--- src/rtl/pipe_stage_elastic.sv ---
// Elastic pipeline stage: valid/ready register slice with optional two-entry skid
// buffer, synchronous flush and a saturating back-pressure cycle counter.
module pipe_stage_elastic #(
    parameter int WIDTH = 32,
    parameter int SKID  = 1,
    parameter int CNT_W = 16
) (
    input  logic             _clk,
    input  logic             _rst,
    input  logic [WIDTH-1:0] _data,
    input  logic             _valid,
    output logic             ready_,
    output logic [WIDTH-1:0] data_,
    output logic             valid_,
    input  logic             _ready,
    input  logic             _flush,
    output logic [1:0]       count_,
    output logic [CNT_W-1:0] stall_cnt_
);

    // Handshake: a beat moves on an edge where valid and ready are both 1;
    // valid never waits on ready, and a raised valid holds its data until taken.
    typedef enum logic [1:0] {
        EMPTY = 2'd0,
        ONE   = 2'd1,
        FULL  = 2'd2
    } state_t;

    state_t           state;
    state_t           state_nxt;
    logic [WIDTH-1:0] head;
    logic [WIDTH-1:0] skid;
    logic             ready_q;
    logic             in_fire;
    logic             out_fire;

    assign valid_   = (state != EMPTY);
    assign data_    = head;
    assign count_   = state;
    // In skid mode ready_ comes straight from a flop so _ready never reaches it.
    assign ready_   = (SKID != 0) ? ready_q : (!valid_ | _ready);
    assign in_fire  = _valid & ready_;
    assign out_fire = valid_ & _ready;

    always_comb begin
        state_nxt = state;
        if (_flush) begin
            state_nxt = EMPTY;
        end else begin
            case (state)
                EMPTY: if (in_fire) state_nxt = ONE;
                ONE: begin
                    if (in_fire && !out_fire && (SKID != 0)) state_nxt = FULL;
                    else if (out_fire && !in_fire)           state_nxt = EMPTY;
                end
                FULL:    if (out_fire) state_nxt = ONE;
                default: state_nxt = EMPTY;
            endcase
        end
    end

    always_ff @(posedge _clk or posedge _rst) begin
        if (_rst) begin
            state      <= EMPTY;
            head       <= '0;
            skid       <= '0;
            ready_q    <= 1'b1;
            stall_cnt_ <= '0;
        end else begin
            state   <= state_nxt;
            ready_q <= (state_nxt != FULL);
            // Flush leaves the data registers untouched; only occupancy is killed.
            if (!_flush) begin
                case (state)
                    EMPTY: if (in_fire) head <= _data;
                    ONE: begin
                        if (in_fire && out_fire)  head <= _data;
                        else if (in_fire)         skid <= _data;
                    end
                    FULL:    if (out_fire) head <= skid;
                    default: ;
                endcase
            end
            if (valid_ && !_ready && (stall_cnt_ != {CNT_W{1'b1}}))
                stall_cnt_ <= stall_cnt_ + CNT_W'(1);
        end
    end

endmodule

--- config.mk ---
export PLATFORM = sky130hd
export DESIGN_NAME = pipe_stage_elastic
export DESIGN_NICKNAME = d
export VERILOG_FILES = /design/src/rtl/pipe_stage_elastic.sv
export SDC_FILE = /design/constraint.sdc
export NUM_CORES = 1
export LEC_CHECK = 0
export ABC_AREA = 1
export BUFFER_PORTS_ARGS = -buffer_cell sky130_fd_sc_hd__buf_2
export CAP_MARGIN = 20
export CORE_ASPECT_RATIO = 0.8
export CORE_MARGIN = 4
export CORE_UTILIZATION = 58
export DETAILED_ROUTE_END_ITERATION = 6
export GPL_TIMING_DRIVEN = 0
export PLACE_DENSITY = 0.84
export SLEW_MARGIN = 20
export SYNTH_ARGS = -nofsm -noshare
export SYNTH_HDL_FRONTEND = slang
export SYNTH_SLANG_ARGS = --single-unit
export TNS_END_PERCENT = 1
--- constraint.sdc ---
create_clock -name _clk -period 3.3 [get_ports _clk]
set_input_delay 0.165 -clock _clk [delete_from_list [all_inputs] [get_ports _clk]]
set_output_delay 0.165 -clock _clk [all_outputs]
set_load 0.02 [all_outputs]
==> results.md, run 1 <==
* Die X at slightly above 100 µm
* Die area at 8380 µm²
* Area Growth Syn to Fin at 19.1%
* Post-synthesis xor/xnor area fraction at ~1.7%
* TritonCTS buffer count at 9
* PortBufs at 88
* H-Tree Level Count at 3
* Die H at 82.7 µm
* Synth Area in Compound Gates at roughly 9.7%
* Clock Path Buffers at 2
* Max-slew violations at 0
* DP HPWL at 7040 µm
* Crit-path max FO at 10
* Largest net degree at the start of global routing at 47
* Number of top-level pins at 89
* CTS tree: done
* Yosys reg bits at 83
* Clock tree sinks at 83
* Syn_area_per_cell at 7.76 µm²
* Most common cell after layout, fill and taps aside: nand2_1
* Status: completed
* HP Class: input port to register
* Yosys warning total at 0
* # nets final at roughly 660
* Pwr/cell area at 580 nW/µm²
* Crit path arrival time at 2.07 ns
* Resized cells post-CTS at 0
* Placer congestion estimate at between 0.9 and 1
* Vias at 3725
* Worst skew pair latency at 0.35 ns
* Post-Syn Nets at around 560
* Final Power at roughly 2.8 mW
* Most frequent cells in the layout: 178 x nand2_1, 95 x buf_2, 82 x dfrtp_1, 49 x nor2_1, 47 x inv_1
* Layout Skew at 0.00610 ns
* Row cnt at 26
* Kind of critical path: register to register
* Sequential fraction of the synthesis area at between 50% and 60%
* First-pass GRT wire length at 16200 µm
* Antenna-violating nets left at 0
* Final Hold Fails at 0
* Largest family of logic cells by synthesized area: simple AND/OR/NAND/NOR gates
* Slew margin rel. at 61.5%
* Finished Layout Cells at 712
* Hold_ws at 0.0747 ns
* Worst Path Required at 3.54 ns
* Clock-pin slew on the worst setup and hold paths at 0.08 ns
* PnR worst setup slack at 1.48 ns
* Antenna fix cells at 0
* Initial DRC count at 211
* Worst-Margin Slew at 0.577 ns
* Worst vdd ir at 327 µV
* RSZ-0062 raised after global routing: false
* GRT Residual Overflow at 0
* # setup viols final at 0
* Initial antenna violation count at 0
* Post-synthesis adder-cell area fraction at 0.309%
* Period utilization at a little under three fifths
* Vias per cell at 5.23
* Netlist Area Pre-Place at ~4000 µm²
* Setup TNS at 0 ns
* Pleak at 2.66 nW
* Setup crit end kind: register
* Placed cells at 694
* GR Util All Layers at 24.9%
* Cells after synthesis at 521
* Layout cell share with drive strength beyond 1 at around a fifth
* Synth Area in Simple Gates at 28.9%
* Min Tclk post-route at 1.82 ns
* Pre-CTS WS at between 1.5 and 2 ns
* Distinct cell type count after synthesis at 26
* Startpoint Class: register
* Drt wl/cell at 13.6 µm
* Post-Route WL at 9650 µm
* Core area at between 6000 and 7000 µm²
* Initial core utilization at 61.5%
* Pre-Repair DR Iteration Count at 5
* Drt drc at 0
* Fmax at 549 MHz
* Number of global-route vias before repair at 3562
* Clock root cell: clkbuf_8
* Maxcap violations at 0
* Multiplexer share of the synthesized area at 0%
==> state kept, by name, summed over array words and instances, names as in the netlist <==
signal and count:
count_ 2, skid 32, ready_ 1, data_ 32, stall_cnt_ 16
==> timing repair <==
action,4_1_cts,5_1_grt
hold buffers,2,0
setup buffers,0,0
hold endpoints to repair,45,0
==> logic make-up (layout without fill, tap and decap cells) <==
logic type | Yosys count | count (layout)
compound gates | 74 | 74
xor+xnor | 8 | 8
fa+ha+maj | 1 | 1
buf+inv | 79 | 186
flops | 83 | 83
simple gates | 276 | 276
==> worst max-delay path: stages (launching register included) <==
cell     delay (ns)
dfrtp_1        0.43
ha_1           0.29
nand3_2        0.12
inv_2          0.12
nand2_4        0.07
o21ai_4        0.33
inv_4          0.09
buf_6          0.16
nand2_1        0.06
nand2_1        0.04
==> routing by layer <==
metal	part of all wire [%]	track usage [%]
met4	0.94	6.51
met1	46	33.8
met3	7.2	6.72
met5	0	0
met2	46	39.8
==> power by group <==
part | switching [mW] | total [mW] | internal, mW
logic | 0.481 | 0.730 | 0.249
registers | 0.116 | 1.36 | 1.24
clock network | 0.353 | 0.704 | 0.351
==> cell usage after synthesis <==
master    count  area, µm²
nand3_1       7       35.0
inv_2         3       11.3
nor2_1       49        184
ha_1          1       12.5
o21ai_0      37        185
a21oi_2       1       8.76
o21ai_4       1       16.3
buf_2         7       35.0
nand2_2       1       6.26
clkbuf_1     18       67.6
nand2_4       1       11.3
dfstp_2       1       26.3
nand4_1      36        225
xnor2_1       8       70.1
nand3_2       1       10.0
o21ai_1       1       5.00
a21oi_1      33        165
inv_4         1       6.26
buf_6         2       22.5
nor2_2        1       6.26
dfrtp_1      82       2050
inv_1        48        180
nand2_1     178        668
nor2_4        1       11.3
nor3_2        1       10.0
o211ai_2      1       12.5
==> worst paths after layout <==
check | cells after the start | end | start | slack [ns]
worst max register to register | 9 | stall_cnt_[8] | stall_cnt_[1] | 1.48
worst min-delay path | 3 | skid[16] | _data[16] | 0.07
max in group asynchronous | 4 | data_[8] | _rst | 2.27
worst max-delay path | 9 | stall_cnt_[8] | stall_cnt_[1] | 1.48
worst min register to register | 2 | data_[14] | data_[14] | 0.47
min in group asynchronous | 3 | skid[26] | _rst | 0.43
==> metrics by stage <==
step	utilization [%]	instance area, µm²
finish	73.3	4820
global route	73.3	4820
CTS	73.3	4820
detailed placement	70.2	4610
global placement	69.8	4590
floorplan	-	4040
==> area by class of cell <==
class,instances,area (µm²)
repair buffers,91,480
plain buffers,27,125
clock buffers,12,135
multi-input cells,359,1640
fillers,513,1760
well taps,84,105
inverters,52,200
clock inverters,4,48.8
flip-flops and latches,83,2080
Note: power is estimated with default switching activity, not from simulation.
==> run 2: changes to the inputs <==
- CORE_UTILIZATION: 58 -> 54
- PLACE_DENSITY: 0.84 -> 0.79
- clock period: 3.3 -> 1.7 ns (I/O delays scaled with it)
==> run 2 against run 1 <==
Compared with the run above: clock power increased by 120%; hold slack got worse by 0.071 ns; critical path type unchanged; sequential share of layout area decreased by 1.9 points; final cell count increased by 2.5%; combinational power increased by 110%; largest cell class unchanged; setup slack got worse by 1.4 ns; via count increased by 3.0%; wire length increased by 4.2%; first-iteration DRC count decreased by 22%; critical endpoint is now data_[4].
==> results.md, run 2 (synthesized netlist as in run 1, its figures left out) <==
* Pwr/cell area at 1130 nW/µm² (+95%)
* Setup crit end kind: register
* Antenna fix cells at 0 (unchanged)
* Vias at 3836 (+3.0%)
* Startpoint Class: register
* GRT Residual Overflow at 0 (unchanged)
* RSZ-0062 raised after global routing: true
* Drt drc at 0 (unchanged)
* Final Hold Fails at 0 (unchanged)
* DP HPWL at 7130 µm (+1.3%)
* Layout Skew at 0.00615 ns (+0.0000519 ns)
* Initial DRC count at 165 (-22%)
* Clock Path Buffers at 2 (unchanged)
* Worst skew pair latency at 0.35 ns (about the same)
* Maxcap violations at 0 (unchanged)
* Vias per cell at 5.25 (+0.44%)
* Most frequent cells in the layout: 177 x nand2_1, 96 x buf_2, 80 x dfrtp_1, 49 x nor2_1, 46 x inv_1
* Number of top-level pins at 89 (unchanged)
* Layout cell share with drive strength beyond 1 at 24.7% (+4.7 points)
* Row cnt at 27 (+3.8%)
* Clock tree sinks at 83 (unchanged)
* Kind of critical path: register to register
* Initial core utilization at 57.0% (-4.5 points)
* Post-Route WL at 10100 µm (+4.2%)
* Worst vdd ir at 649 µV (+99%)
* Worst Path Required at 1.99 ns (-1.55 ns)
* Setup TNS at 0 ns (unchanged)
* Slew margin rel. at 59.2% (-2.3 points)
* Final-layout fill cell count at 611 (+19%)
* Worst-Margin Slew at 0.610 ns (+0.0333 ns)
* Area Growth Syn to Fin at 24.8%
* Crit path arrival time at 1.92 ns (-0.15 ns)
* Die X at 105 µm (+3.3%)
* Placed cells at 698 (+0.58%)
* Fmax at 613 MHz (+12%)
* Die area at 8950 µm² (+6.7%)
* Largest net degree at the start of global routing at 35 (-26%)
* TritonCTS buffer count at 9 (unchanged)
* Die H at 85.4 µm (+3.3%)
* Clock-pin slew on the worst setup and hold paths at 0.08 ns (about the same)
* Most common cell after layout, fill and taps aside: nand2_1
* H-Tree Level Count at 3 (unchanged)
* Crit-path max FO at 10 (unchanged)
* Number of global-route vias before repair at 3650 (+2.5%)
* Pre-Repair DR Iteration Count at 5 (unchanged)
* Antenna-violating nets left at 0 (unchanged)
* Status: completed
* CTS tree: done
* Final Power at 5.71 mW (+100%)
* Finished Layout Cells at 730 (+2.5%)
* Pleak at 2.78 nW (+4.6%)
* Clock root cell: clkbuf_8
* PortBufs at 88 (unchanged)
* # setup viols final at 0 (unchanged)
* Drt wl/cell at 13.8 µm (+1.6%)
* Max-slew violations at 0 (unchanged)
* # nets final at 676 (+2.3%)
* GR Util All Layers at 23.1% (-1.7 points)
* Period utilization at 95.9% (+41 points)
* Placer congestion estimate at 0.878 (-3.9%)
* HP Class: input port to register
* Initial antenna violation count at 0 (unchanged)
* Core area at 7090 µm² (+8.0%)
* First-pass GRT wire length at 16800 µm (+3.8%)
* Min Tclk post-route at 1.63 ns (-0.191 ns)
==> run 2: cell count changes in the layout (fill, tap and decap cells not counted), sizes merged <==
cell / change
bufinv: +1
inv: -2
dlygate4sd3: +6
clkbuf: -1
buf: +10
clkinvlp: +1
==> run 2: critical path: stages (launching register included) <==
cell	delay (ns)
dfstp_2	0.54
nand2_1	0.15
o211ai_4	0.28
buf_4	0.16
clkbuf_2	0.22
nand4_1	0.13
nand2_1	0.08
==> run 2: worst paths after layout <==
path | startpoint | endpoint | slack (ns) | depth (start not counted)
max | ready_ | data_[4] | 0.07 | 6
min | _data[15] | skid[15] | 0.003 | 3
max reg2reg | ready_ | data_[4] | 0.07 | 6
min reg2reg | data_[11] | data_[11] | 0.47 | 2
max in group asynchronous | _rst | skid[27] | 0.79 | 4
min in group asynchronous | _rst | stall_cnt_[11] | 0.35 | 3
==> run 2: through the flow <==
step / util (%) / area [µm²] / hold slack [ns] / setup slack (ns)
2_1_floorplan: - / 4050 / 0.160 / 0.00163
3_3_place_gp: 64.8 / 4600 / 0.274 / -0.0419
3_5_place_dp: 65.4 / 4640 / 0.184 / -0.0882
4_1_cts: 69.7 / 4950 / 0.000232 / -0.0308
5_1_grt: 71.1 / 5050 / 0.00210 / -0.0396
6_report: 71.1 / 5050 / 0.00335 / 0.0693
==> run 2: timing repair <==
action                                  in CTS  in global routing
hold buffers                                 8                  0
hold endpoints to repair                    30                  0
pin swaps                                    1                  1
resized for setup                            3                 39
buffers inserted                             1                  7
endpoints found under the setup margin      56                 78
==> run 2: report_power, final <==
group | switching [mW] | total (mW) | internal (mW)
combinational | 0.962 | 1.52 | 0.556
sequential | 0.224 | 2.64 | 2.41
clock | 0.684 | 1.55 | 0.869
total | 1.87 | 5.71 | 3.84
==> run 2: layout make-up <==
cell class | instances | area [µm²] | share of cell area [%]
plain buffers | 27 | 150 | 2.97
clock buffers | 12 | 145 | 2.88
clock inverters | 4 | 73.8 | 1.46
inverters | 52 | 201 | 3.99
multi-input cells | 359 | 1670 | 33.0
flip-flops and latches | 83 | 2080 | 41.2
well taps | 87 | 109 | 2.16
repair buffers | 106 | 621 | 12.3
==> run 2: metal layers <==
| metal | vias up | share of wire [%] | track usage, % |
|---|---|---|---|
| met5 | - | 0 | 0 |
| li1 | 1897 | - | - |
| met2 | 143 | 47 | 36.9 |
| met4 | 0 | 1.9 | 6.20 |
| met1 | 1771 | 44 | 31.3 |
| met3 | 25 | 7.1 | 6.39 |
==> run 3: changes to the inputs <==
- CORE_UTILIZATION: 54 -> 56
- CTS_BUF_LIST: unset -> sky130_fd_sc_hd__clkbuf_8
- PLACE_DENSITY: 0.79 -> 0.82
==> run 3 against run 2 <==
Compared with the run above: power shrank 1.1%; count of clock-buffer cells in the layout is the same; setup slack improved by 0.067 ns; fmax is 4.3% higher; largest power group unchanged; highest routed layer unchanged; global-route usage increased by 1.2 points; hold slack better by 0.0098 ns; sequential power barely moved; non-clock buffer count increased by 3; register-to-register slack gained 0.07 ns; wire length down 0.54%; critical endpoint is now data_[5]; critical path type unchanged; largest cell class unchanged.
==> results.md, run 3 (synthesized netlist as in run 1, its figures left out) <==
* Min Tclk post-route at 1.56 ns (-0.0668 ns)
* Hold path start: _data[8]
* Placer congestion estimate at 0.908 (+3.5%)
* CTS tree: done
* Pwr/cell area at 1110 nW/µm² (-2.1%)
* Initial antenna violation count at 0 (unchanged)
* Logic pwr share at 26.6% (about the same)
* DP HPWL at 7230 µm (+1.4%)
* Core area at 6960 µm² (-1.9%)
* Finished Layout Cells at 734 (+0.55%)
* Layout Skew at 0.00437 ns (-0.00178 ns)
* Met1 usage at 34.6% (+3.3 points)
* Layout cell share with drive strength beyond 1 at 24.8% (+0.040 points)
* RSZ-0062 raised after global routing: false
* Worst skew pair latency at 0.35 ns (about the same)
* Die H at 84.0 µm (-1.6%)
* Kind of critical path: register to register
* PnR worst setup slack at 0.136 ns (+0.0668 ns)
* Design area at 5100 µm² (+0.99%)
* Area Growth Syn to Fin at 26.1%
* Hold path depth at 3 (unchanged)
* HP Class: input port to register
* # setup viols final at 0 (unchanged)
* Post-Route WL at 10000 µm (-0.54%)
* Initial DRC count at 137 (-17%)
* Pre-CTS WS at -0.0584 ns (+0.0298 ns)
* Worst vdd ir at 519 µV (-20%)
* Most common cell after layout, fill and taps aside: nand2_1
* Placed cells at 698 (unchanged)
* Pleak at 2.81 nW (+0.80%)
* Startpoint Class: register
* Initial core utilization at 58.1% (+1.1 points)
* Setup crit end kind: register
* Crit path arrival time at 1.85 ns (-0.07 ns)
* TritonCTS buffer count at 9 (unchanged)
* Antenna-violating nets left at 0 (unchanged)
* Switch Pwr at 1.88 mW (+0.51%)
* Clock-pin slew on the worst setup and hold paths at 0.08 ns (about the same)
* R2r endpoint: data_[5]
* Die area at 8650 µm² (-3.3%)
* Most frequent cells in the layout: 176 x nand2_1, 100 x buf_2, 81 x dfrtp_1, 49 x nor2_1, 47 x inv_1
* Largest net degree at the start of global routing at 34 (-2.9%)
* Status: completed
* Final core occ at 73.2% (+2.1 points)
* H-Tree Level Count at 3 (unchanged)
* Vias per cell at 5.19 (-1.3%)
* Hold_ws at 0.0131 ns (+0.00975 ns)
* Fmax at 639 MHz (+4.3%)
* WHS Endpoint: skid[8]
* Clock root cell: clkbuf_8
* Slew margin rel. at 53.3% (-5.9 points)
* Row cnt at 27 (unchanged)
* Max-slew violations at 0 (unchanged)
* Drt wl/cell at 13.6 µm (-1.1%)
* Reg2Reg Setup Slack at 0.14 ns (+0.07 ns)
* GRT busiest layer: met2
* Clock tree sinks at 83 (unchanged)
* Seq pwr share at 46.9% (+0.7 points)
* Clock group share of total power at 26.5% (-0.7 points)
* Placed instance area at 4640 µm² (+0.16%)
* Pre-Repair DR Iteration Count at 4 (-1)
* PortBufs at 88 (unchanged)
* R2R cell count at 6 (unchanged)
* Met3 usage at 5.51% (-0.87 points)
* First-pass GRT wire length at 16700 µm (-0.65%)
* Number of top-level pins at 89 (unchanged)
* Number of global-route vias before repair at 3595 (-1.5%)
* Crit-path max FO at 10 (unchanged)
* Die X at 103 µm (-1.7%)
* GRT Residual Overflow at 0 (unchanged)
* Drt drc at 0 (unchanged)
* # nets final at 679 (+0.44%)
* Worst-Margin Slew at 0.699 ns (+0.0883 ns)
* Clock Path Buffers at 2 (unchanged)
* Internal power at 3.77 mW (-1.9%)
* Sw Ratio at 33.3% (+0.54 points)
* Vias at 3807 (-0.76%)
* Met2 GRT Util at 37.2% (+0.29 points)
* GR Util All Layers at 24.3% (+1.2 points)
* Worst Path Required at 1.99 ns (about the same)
* Period utilization at 92.0% (-3.9 points)
* Maxcap violations at 0 (unchanged)
* Final Hold Fails at 0 (unchanged)
* R2r startpoint: ready_
-- run 3: cell types whose count changed in the layout (fill, tap and decap cells not counted), moves of 2 or more --
| cell | previous run | this run |
|---|---|---|
| dlygate4sd3_1 | 8 | 13 |
| buf_2 | 96 | 100 |
| clkbuf_1 | 4 | 0 |
| clkbuf_4 | 2 | 0 |
| clkbuf_8 | 10 | 12 |
-- run 3: stage by stage --
step / power, mW / TNS (ns)
floorplan: 3.59 / 0
detailed placement: 4.10 / -0.898
finish: 5.65 / 0
global placement: 4.01 / -1.00
CTS: 5.62 / 0
global route: 6.00 / 0
-- run 3: timing repair --
action                                  in CTS  in global routing
endpoints found under the setup margin      67                 65
setup buffers                                4                  3
pin swaps                                    1                  1
hold buffers                                13                  0
hold endpoints to repair                    39                  0
gates resized for setup                      8                 35
-- run 3: power by group through the flow --
stage                     sequential [mW]  combinational [mW]  clock (mW)
after floorplan                      2.93               0.664           0
after global placement               2.65                1.36           0
after detailed placement             2.67                1.42           0
after CTS                            2.64                1.46        1.52
after global routing                 2.69                1.70        1.61
final                                2.65                1.50        1.49
-- run 3: critical path, cell delays in order, from the launching register on --
cell and delay (ns):
dfstp_2 0.55, nand2_2 0.10, o211ai_4 0.25, buf_4 0.16, buf_2 0.20, nand4_1 0.14
nand2_1 0.10
-- run 3: how the worst max path moves through the flow --
stage	cells after the start	slack [ns]	startpoint	end
6_report	6	0.14	ready_	data_[5]
5_1_grt	8	0.01	count_[0]	data_[21]
4_1_cts	7	0.005	count_[1]	data_[27]
3_5_place_dp	9	-0.06	stall_cnt_[0]	stall_cnt_[6]
3_3_place_gp	6	-0.04	ready_	data_[3]
2_1_floorplan	9	0.002	stall_cnt_[1]	stall_cnt_[3]
-- run 3: metal layers --
| layer | up-vias | routed length [µm] |
|---|---|---|
| met2 | 104 | 4680 |
| met4 | 0 | 64 |
| met1 | 1789 | 4610 |
| li1 | 1907 | - |
| met3 | 7 | 649 |
| met5 | - | 0 |
-- run 3: cell type report --
class                           instances  area, µm²
Tap cell                               87        109
Multi-Input combinational cell        359       1680
Clock buffer                           12        165
Antenna cell                            1       2.50
Timing Repair Buffer                  110        671
Fill cell                             561       1860
Buffer                                 26        143
Clock inverter                          4       47.5
Inverter                               52        201
Sequential cell                        83       2080
